==> src/rtl/pix_probe.sv <==
`default_nettype none
// ============================================================================
// Module   : pix_probe
// Purpose  : Samples the pixel-class codes that fall inside the player
//            hitbox during one raster frame and publishes a single
//            prioritised code (hazard first, then the highest code), held
//            for the whole of the following frame.
// Option   : PIX_PROBE_DEBOUNCE_EN - a hazard code is published only when
//            it was seen in two consecutive frames. Otherwise the best
//            non-hazard code is published.
// Revision : 1.0 - initial release
// ============================================================================
module pix_probe #(
    parameter int         HIT_W       = 16,
    parameter int         HIT_H       = 16,
    parameter logic [3:0] HAZARD_CODE = 4'h5
) (
    input  logic        clk,
    input  logic        rst_n,
    input  logic [10:0] hcount,
    input  logic [10:0] vcount,
    input  logic        hblnk,
    input  logic        vblnk,
    input  logic [3:0]  pix_code,
    input  logic [11:0] player_x,
    input  logic [11:0] player_y,
    output logic [3:0]  current_pix,
    output logic        frame_done
);

    // Hitbox extents minus one. The bounds are computed in 13 bits so that a
    // hitbox near the 12-bit coordinate limit never wraps back to column or
    // row 0.
    localparam logic [12:0] c_hit_w_m1 = 13'(HIT_W - 1);
    localparam logic [12:0] c_hit_h_m1 = 13'(HIT_H - 1);

    typedef enum logic [1:0] {
        ST_WAIT_FRAME = 2'd0,
        ST_SCAN       = 2'd1,
        ST_PUBLISH    = 2'd2
    } state_t;

    state_t      r_state;
    logic        r_vblnk_d;
    logic [11:0] r_lx;
    logic [11:0] r_ly;
    logic [3:0]  r_acc;
    logic [3:0]  r_current_pix;
    logic        r_frame_done;

    logic        w_vs_edge;
    logic [12:0] w_h13;
    logic [12:0] w_v13;
    logic [12:0] w_x_lo;
    logic [12:0] w_x_hi;
    logic [12:0] w_y_lo;
    logic [12:0] w_y_hi;
    logic        w_in_box;
    logic        w_sample;
    logic [3:0]  w_publish_code;

    // Hazard wins outright. Otherwise the larger code wins, so background
    // (0) never displaces anything.
    function automatic logic [3:0] merge_code(input logic [3:0] a, input logic [3:0] b);
        if (a == HAZARD_CODE || b == HAZARD_CODE) begin
            return HAZARD_CODE;
        end else if (b > a) begin
            return b;
        end else begin
            return a;
        end
    endfunction

    assign w_vs_edge = vblnk & ~r_vblnk_d;

    assign w_h13  = {2'b00, hcount};
    assign w_v13  = {2'b00, vcount};
    assign w_x_lo = {1'b0, r_lx};
    assign w_y_lo = {1'b0, r_ly};
    assign w_x_hi = w_x_lo + c_hit_w_m1;
    assign w_y_hi = w_y_lo + c_hit_h_m1;

    assign w_in_box = (w_h13 >= w_x_lo) && (w_h13 <= w_x_hi) &&
                      (w_v13 >= w_y_lo) && (w_v13 <= w_y_hi);

    // Only visible pixels inside the latched hitbox contribute to a frame.
    assign w_sample = (r_state == ST_SCAN) && !hblnk && !vblnk && w_in_box;

`ifdef PIX_PROBE_DEBOUNCE_EN
    logic [3:0] r_acc_nh;
    logic       r_haz_hist;

    // Parallel best-non-hazard accumulator and one-frame hazard history.
    always_ff @(posedge clk or negedge rst_n) begin
        if (!rst_n) begin
            r_acc_nh   <= 4'h0;
            r_haz_hist <= 1'b0;
        end else begin
            case (r_state)
                ST_WAIT_FRAME: begin
                    if (w_vs_edge) begin
                        r_acc_nh <= 4'h0;
                    end
                end
                ST_SCAN: begin
                    if (w_sample && pix_code != HAZARD_CODE && pix_code > r_acc_nh) begin
                        r_acc_nh <= pix_code;
                    end
                end
                ST_PUBLISH: begin
                    r_acc_nh   <= 4'h0;
                    r_haz_hist <= (r_acc == HAZARD_CODE);
                end
                default: begin
                    r_acc_nh <= 4'h0;
                end
            endcase
        end
    end

    // A lone hazard frame falls back to the best ordinary code.
    assign w_publish_code = (r_acc == HAZARD_CODE && !r_haz_hist) ? r_acc_nh : r_acc;
`else
    assign w_publish_code = r_acc;
`endif

    // Frame state machine: latch position, accumulate, publish once per frame.
    always_ff @(posedge clk or negedge rst_n) begin
        if (!rst_n) begin
            r_state       <= ST_WAIT_FRAME;
            r_vblnk_d     <= 1'b1;
            r_lx          <= 12'h000;
            r_ly          <= 12'h000;
            r_acc         <= 4'h0;
            r_current_pix <= 4'h0;
            r_frame_done  <= 1'b0;
        end else begin
            r_vblnk_d    <= vblnk;
            r_frame_done <= 1'b0;
            case (r_state)
                ST_WAIT_FRAME: begin
                    // The frame in progress at reset is discarded.
                    if (w_vs_edge) begin
                        r_lx    <= player_x;
                        r_ly    <= player_y;
                        r_acc   <= 4'h0;
                        r_state <= ST_SCAN;
                    end
                end
                ST_SCAN: begin
                    if (w_sample) begin
                        r_acc <= merge_code(r_acc, pix_code);
                    end
                    if (w_vs_edge) begin
                        r_state <= ST_PUBLISH;
                    end
                end
                ST_PUBLISH: begin
                    r_current_pix <= w_publish_code;
                    r_frame_done  <= 1'b1;
                    r_lx          <= player_x;
                    r_ly          <= player_y;
                    r_acc         <= 4'h0;
                    r_state       <= ST_SCAN;
                end
                default: begin
                    r_state <= ST_WAIT_FRAME;
                end
            endcase
        end
    end

    assign current_pix = r_current_pix;
    assign frame_done  = r_frame_done;

endmodule
`default_nettype wire

==> config.mk <==
export PLATFORM = sky130hd
export DESIGN_NAME = pix_probe
export DESIGN_NICKNAME = d
export VERILOG_FILES = /design/src/rtl/pix_probe.sv
export SDC_FILE = /design/constraint.sdc
export NUM_CORES = 1
export LEC_CHECK = 0
export CORE_MARGIN = 5
export CORE_UTILIZATION = 54
export DETAILED_ROUTE_END_ITERATION = 8
export DONT_BUFFER_PORTS = 1
export GPL_ROUTABILITY_DRIVEN = 0
export GPL_TIMING_DRIVEN = 0
export PLACE_DENSITY = 0.81
export SYNTH_ARGS = -nofsm -noshare
export SYNTH_HDL_FRONTEND = slang
export SYNTH_SLANG_ARGS = --single-unit
==> constraint.sdc <==
create_clock -name clk -period 2.8 [get_ports clk]
set_input_delay 0.84 -clock clk [delete_from_list [all_inputs] [get_ports clk]]
set_output_delay 0.84 -clock clk [all_outputs]
set_load 0.05 [all_outputs]
==> metrics, run 1 <==
top cells by area, synth dfrtp_1 (30%), ha_1 (21%), mux2_2 (6.9%), xnor2_1 (5.4%), inv_1 (4.1%); Worst-path clk slew 0.08 ns; Core ar. 5170 µm²; die area between 6000 and 7000 µm²; # setup viols final 4; Final HPWL DP ~5200 µm; Worst R2R End r_acc[3]; worst skew pair latency just under 0.3 ns; global-route wire length before repair 10900 µm; Starting Density 56.4%; Synth Area per Inst 9.92 µm²; worst slew pin tran ~0.51 ns; RR Startpoint r_ly[2]; FF+latch count, synth 36; Required @ worst endpoint 3.01 ns; antenna violations before repair 0; register area share after synthesis a little under a third; Crit. Startpoint r_ly[2]; Period Utilization, post-route 101%; clock network fraction of total power 11.0%; first drt pass iteration count 4; Routed Antenna Nets 0; critical path data arrival time 3.05 ns; DRC viols 0; setup total negative slack -0.121 ns; status finished with violations; Synth top cells by count ha_1 (50), dfrtp_1 (35), inv_1 (32); clk buf depth 2; max-slew violation count 0; Core Rows 26; Ys Warns 0; nets 413; Post-synth ARST share 100%; Max VDD drop between 0.0006 and 0.0007 V; Lkg Pwr roughly 1.5 nW; H-tree depth 2; pin count of the biggest net entering global routing 37; n_diodes 0; Hold WC Path Type in -> async; CP Capture Point r_acc[3]; Fmax 352 MHz; top-count cell post-synth ha_1; Layout Skew 0.00946 ns; relative slew slack about 66%; final wirelength ~6500 µm; vias in the first global route 2378; Mapped Area slightly below 3000 µm²; max-cap violations 0; crit end category flip-flop; grt total ovfl 0; Iteration-0 DRC Markers 81; Layout area overhead 12.8%; share of cells above drive strength 1 21.9%; unrepaired setup endpoints after global routing true; Int Pwr 1.93 mW; Port Buf Inserts 0; CTS Buf Count 5; height of the die 83.5 µm; Synth Flop Type dfrtp_1; Post-synth EDFFs 0; # clock sinks 36; Via Count between 2000 and 2500; die width 83.5 µm; PD cells 1040 nW/µm²; Reg power frac approximately 28%; CTS tree yes; Vias/cell about 5.8; gr usage total about a fifth; sw frac between 40% and 50%; combinational power share 60.9%; Power, Total 3.43 mW; crit path kind reg -> reg; Post-Syn Nets 398; cell count of the worst reg-to-reg path 10; root buffer cell clkbuf_8; Ports 59; Syn Inst Count 294; min cycle time layout 2.84 ns; Routed WL per cell between 15 and 20 µm; sw power 1.50 mW; Unique masters post-synth 50; critical-path maximum fanout 6; failing checks negative setup slack; proportion of netlist area held by the largest area contributor between 30% and 40%; Yosys top cell by area dfrtp_1; Final Hold Viols 0; flop2flop setup slack -0.04 ns; slack of the critical path -0.0399 ns; crit path launch type flip-flop
## final cells by class
type	instances	area, µm²
multi-input combinational	221	2010
fill	418	1880
sequential	36	903
inverter	33	124
tap	70	87.6
clock buffer	6	82.6
timing repair buffer	8	60.1
buffer	4	16.3
clock inverter	2	10.0
## worst max-delay path, cell delays in order (launching register included)
cell	delay [ns]
dfrtp_2	0.44
or4_4	0.60
nand4_1	0.14
xnor2_1	0.09
ha_1	0.31
nand4_1	0.11
o32ai_2	0.28
a21oi_2	0.08
a2111oi_4	0.30
buf_4	0.20
mux2i_1	0.19
## what timing repair did
action                                 4_1_cts  5_1_grt
pin swaps                                    2       11
gates resized for setup                     14       19
endpoints found under the hold margin        0        0
buffers inserted                             4        4
hold buffers                                 0        0
setup endpoints to repair                    4        4
## logic make-up after synthesis
group | Yosys count | synth area share [%]
adders and majority gates | 50 | 21.5
AOI/OAI and AO/OA | 51 | 12.4
xor gates and xnor gates | 18 | 5.41
buffers and inverters | 37 | 4.80
muxes | 29 | 11.0
DFF | 36 | 30.9
and+or+nand+nor | 73 | 14.0
## flip-flops by register name, summed over array words and instances, names as in the netlist
| signal | flops |
|---|---|
| r_ly | 12 |
| frame_done | 1 |
| r_acc | 4 |
| r_vblnk_d | 1 |
| r_lx | 12 |
| r_state | 2 |
| current_pix | 4 |
## worst min-delay path by stage
stage / startpoint / endpoint / slack, ns
finish: rst_n / r_state[0] / 0.24
global route: rst_n / r_ly[11] / 0.22
CTS: rst_n / r_state[0] / 0.23
detailed placement: r_lx[11] / r_lx[11] / 0.50
global placement: r_state[0] / r_state[0] / 0.48
floorplan: r_state[0] / r_state[0] / 0.47
## layer usage
metal	up-vias	GRT usage (%)	part of all wire, %
li1	1087	-	-
met5	-	0	0
met3	13	6.91	6.8
met1	1039	22.5	41
met2	64	32.5	51
met4	0	4.39	1.7
## cell usage in the layout (no fill, tap or decap), types with 5 or more instances in the layout
master and instances:
dfrtp_1 34, ha_1 47, mux2_1 7, o21ai_0 7, nand4_1 8, clkbuf_8 6, nand2_1 21, mux2_2 18
a21oi_1 7, xnor2_1 17, nor2_1 11, inv_1 30, o21ai_1 5, buf_4 8
## stage by stage
step                      utilization [%]  cells  instance area, µm²  hold WS, ns  worst slack (ns)
after detailed placement             58.1    364                3000        0.497            -0.393
after global placement               58.1    364                3000        0.484            -0.310
after floorplan                         -    294                2920        0.467           0.00338
final                                63.6    380                3290        0.235           -0.0399
after CTS                            61.4    376                3180        0.228           -0.0428
after global routing                 63.6    380                3290        0.218            -0.221
## power groups by stage
| stage | Combinational (mW) | Clock (mW) | Sequential [mW] |
|---|---|---|---|
| floorplan | 1.42 | 0 | 0.901 |
| global placement | 1.67 | 0 | 0.948 |
| detailed placement | 1.76 | 0 | 0.959 |
| CTS | 1.90 | 0.387 | 0.945 |
| global route | 2.37 | 0.416 | 0.998 |
| finish | 2.09 | 0.378 | 0.964 |
No activity file was read; power rests on OpenSTA's default activity.
==> inputs of run 2 (changes only) <==
--- a/config.mk
+++ b/config.mk
@@ -11,7 +11,9 @@
 export DONT_BUFFER_PORTS = 1
 export GPL_ROUTABILITY_DRIVEN = 0
 export GPL_TIMING_DRIVEN = 0
+export MAX_ROUTING_LAYER = met4
 export PLACE_DENSITY = 0.81
+export SLEW_MARGIN = 20
 export SYNTH_ARGS = -nofsm -noshare
 export SYNTH_HDL_FRONTEND = slang
 export SYNTH_SLANG_ARGS = --single-unit
==> run 2 against run 1 <==
Routed wire length is 0.35% lower. Die area did not move. The run still ends with negative setup slack left. Sequential power hardly changed. Combinational power about the same.
==> metrics, run 2 (same netlist as run 1, synthesis figures left out) <==
vias in the first global route 2381 (was 2378); antenna violations before repair 0 (unchanged); worst slew pin tran 0.509 ns (unchanged); cell count of the worst reg-to-reg path 10 (unchanged); global-route wire length before repair 10800 µm (was 10900 µm); RR Startpoint r_ly[2] (unchanged); Vias/cell 5.82 (was 5.80); Lkg Pwr 1.48 nW (unchanged); max incr delay on CP 0.60 ns (about the same); Multi-input gate area 2010 µm² (unchanged); final wirelength 6490 µm (was 6510 µm); crit path launch type flip-flop (unchanged); relative slew slack 65.6% (unchanged); registers with the most flip-flops r_lx: 12 flops, r_ly: 12 flops (unchanged); share of cells above drive strength 1 21.9% (unchanged); min cycle time layout 2.84 ns (about the same); flop2flop setup slack -0.04 ns (about the same); nets 413 (unchanged); first drt pass iteration count 4 (unchanged); Post-Layout Inst Area 3290 µm² (unchanged); crit end category flip-flop (unchanged); commonest cells after routing, fill and taps aside ha_1 (47), dfrtp_1 (34), inv_1 (30) (unchanged); PD cells 1040 nW/µm² (about the same); clk buf depth 2 (unchanged); slowest library cell on the worst path or4_4 (unchanged); pin count of the biggest net entering global routing 37 (unchanged); Worst R2R End r_acc[3] (unchanged); unrepaired setup endpoints after global routing true (unchanged); Core Rows 26 (unchanged); Worst-path clk slew 0.08 ns (about the same); commonest non-fill, non-tap cell in the layout ha_1 (unchanged); Final HPWL DP 5170 µm (unchanged); worst skew pair latency 0.29 ns (about the same); CTS Hold Bufs 0 (unchanged); gr usage total 19.4% (was 18.9%); fillcell total 418 (unchanged); Via Count 2210 (was 2203); height of the die 83.5 µm (unchanged); # setup viols final 4 (unchanged); Ports 59 (unchanged); critical-path maximum fanout 6 (unchanged); Power, Total 3.43 mW (about the same); critical path data arrival time 3.04 ns (was 3.05 ns); failing checks negative setup slack (unchanged); die area 6970 µm² (unchanged); Required @ worst endpoint 3.01 ns (about the same); Port Buf Inserts 0 (unchanged); max-cap violations 0 (unchanged); most used cell, CP nand4_1 (unchanged); crit path kind reg -> reg (unchanged); Routed WL per cell 17.1 µm (about the same); H-tree depth 2 (unchanged); Fmax 353 MHz (was 352 MHz); status finished with violations (unchanged); slack of the critical path -0.0360 ns (was -0.0399 ns); Period Utilization, post-route 101% (about the same); Starting Density 56.4% (unchanged); max-slew violation count 0 (unchanged); Max VDD drop 0.000663 V (was 0.000660 V); grt total ovfl 0 (unchanged); Layout area overhead 12.8% (unchanged); n_diodes 0 (unchanged); die width 83.5 µm (unchanged); CTS Buf Count 5 (unchanged); CTS tree yes (unchanged); Hold WC Path Type in -> async (unchanged); Final Hold Viols 0 (unchanged); crit path cell chain or4_4 -> nand4_1 -> xnor2_1 -> ha_1 -> nand4_1 -> o32ai_2 -> a21oi_2 -> a2111oi_4 -> buf_4 -> mux2i_1 (unchanged); FF+latch area 903 µm² (unchanged); Iteration-0 DRC Markers 89 (was 81); # clock sinks 36 (unchanged); Core ar. 5170 µm² (unchanged); DRC viols 0 (unchanged); root buffer cell clkbuf_8 (unchanged); Layout Skew 0.00995 ns (was 0.00946 ns); Routed Antenna Nets 0 (unchanged); Post-Place Cell Area 3000 µm² (unchanged)
[run 2: worst max path at each step]
| stage | from | endpoint | slack (ns) | cells past startpoint |
|---|---|---|---|---|
| 5_1_grt | r_lx[0] | r_acc[0] | -0.22 | 14 |
| 2_1_floorplan | r_lx[0] | r_acc[0] | 0.003 | 13 |
| 6_report | r_ly[2] | r_acc[3] | -0.04 | 10 |
| 4_1_cts | r_ly[1] | r_acc[3] | -0.04 | 10 |
| 3_3_place_gp | r_lx[0] | r_acc[1] | -0.31 | 13 |
| 3_5_place_dp | r_lx[0] | r_acc[2] | -0.39 | 13 |
[run 2: per-layer routing]
layer,vias up,global-route usage (%),routed length (µm)
met5,-,-,0
met1,1043,23.0,2700
met4,0,4.39,111
li1,1086,-,-
met2,68,32.6,3290
met3,13,6.02,387
[run 2: critical path, delay by kind of cell, from the launching register on]
family / cells / cell delay, ns
fa+ha+maj: 1 / 0.31
simple gates: 3 / 0.85
compound gates: 3 / 0.66
buf+inv: 1 / 0.20
xor+xnor: 1 / 0.09
mux: 1 / 0.19
flops: 1 / 0.44
[run 2: timing repair]
| action | in CTS | in global routing |
|---|---|---|
| endpoints found under the setup margin | 4 | 4 |
| pin swaps | 2 | 11 |
| resized for setup | 14 | 19 |
| buffers inserted | 4 | 4 |
[run 2: cell type report]
class / instances / share of cell area [%]
tap: 70 / 2.66
clock inverter: 2 / 0.304
clock buffer: 6 / 2.51
sequential: 36 / 27.5
inverter: 33 / 3.77
timing repair buffer: 8 / 1.83
buffer: 4 / 0.494
multi-input combinational: 221 / 61.0
[run 2: metrics by stage]
| stage | setup WS (ns) | std cells | hold slack [ns] | TNS (ns) | utilization (%) |
|---|---|---|---|---|---|
| 6_report | -0.0360 | 380 | 0.236 | -0.114 | 63.6 |
| 5_1_grt | -0.221 | 380 | 0.218 | -0.851 | 63.6 |
| 4_1_cts | -0.0428 | 376 | 0.228 | -0.125 | 61.4 |
| 3_5_place_dp | -0.393 | 364 | 0.497 | -1.55 | 58.1 |
| 3_3_place_gp | -0.310 | 364 | 0.484 | -1.22 | 58.1 |
| 2_1_floorplan | 0.00338 | 294 | 0.467 | 0 | - |
[run 2: report_power, final]
group / leakage [nW] / total (mW) / internal [mW] / switching (mW)
logic: 0.982 / 2.09 / 1.02 / 1.07
clock network: 0.0510 / 0.379 / 0.196 / 0.182
registers: 0.443 / 0.964 / 0.717 / 0.247
total: 1.48 / 3.43 / 1.93 / 1.50
==> inputs of run 3 (changes only) <==
--- a/config.mk
+++ b/config.mk
@@ -13,6 +13,7 @@
 export GPL_TIMING_DRIVEN = 0
 export MAX_ROUTING_LAYER = met4
 export PLACE_DENSITY = 0.81
+export RECOVER_POWER = 25
 export SLEW_MARGIN = 20
 export SYNTH_ARGS = -nofsm -noshare
 export SYNTH_HDL_FRONTEND = slang
==> constraint.sdc (replaced) <==
create_clock -name clk -period 2.8 [get_ports clk]
set_input_delay 0.84 -clock clk [delete_from_list [all_inputs] [get_ports clk]]
set_output_delay 0.84 -clock clk [all_outputs]
set_load 0.02 [all_outputs]
==> results of run 3 <==
The final DEF is identical to that of run 2. Status: finished with violations: negative setup slack.
Main changes from that run: total power 3.43 mW -> 3.42 mW
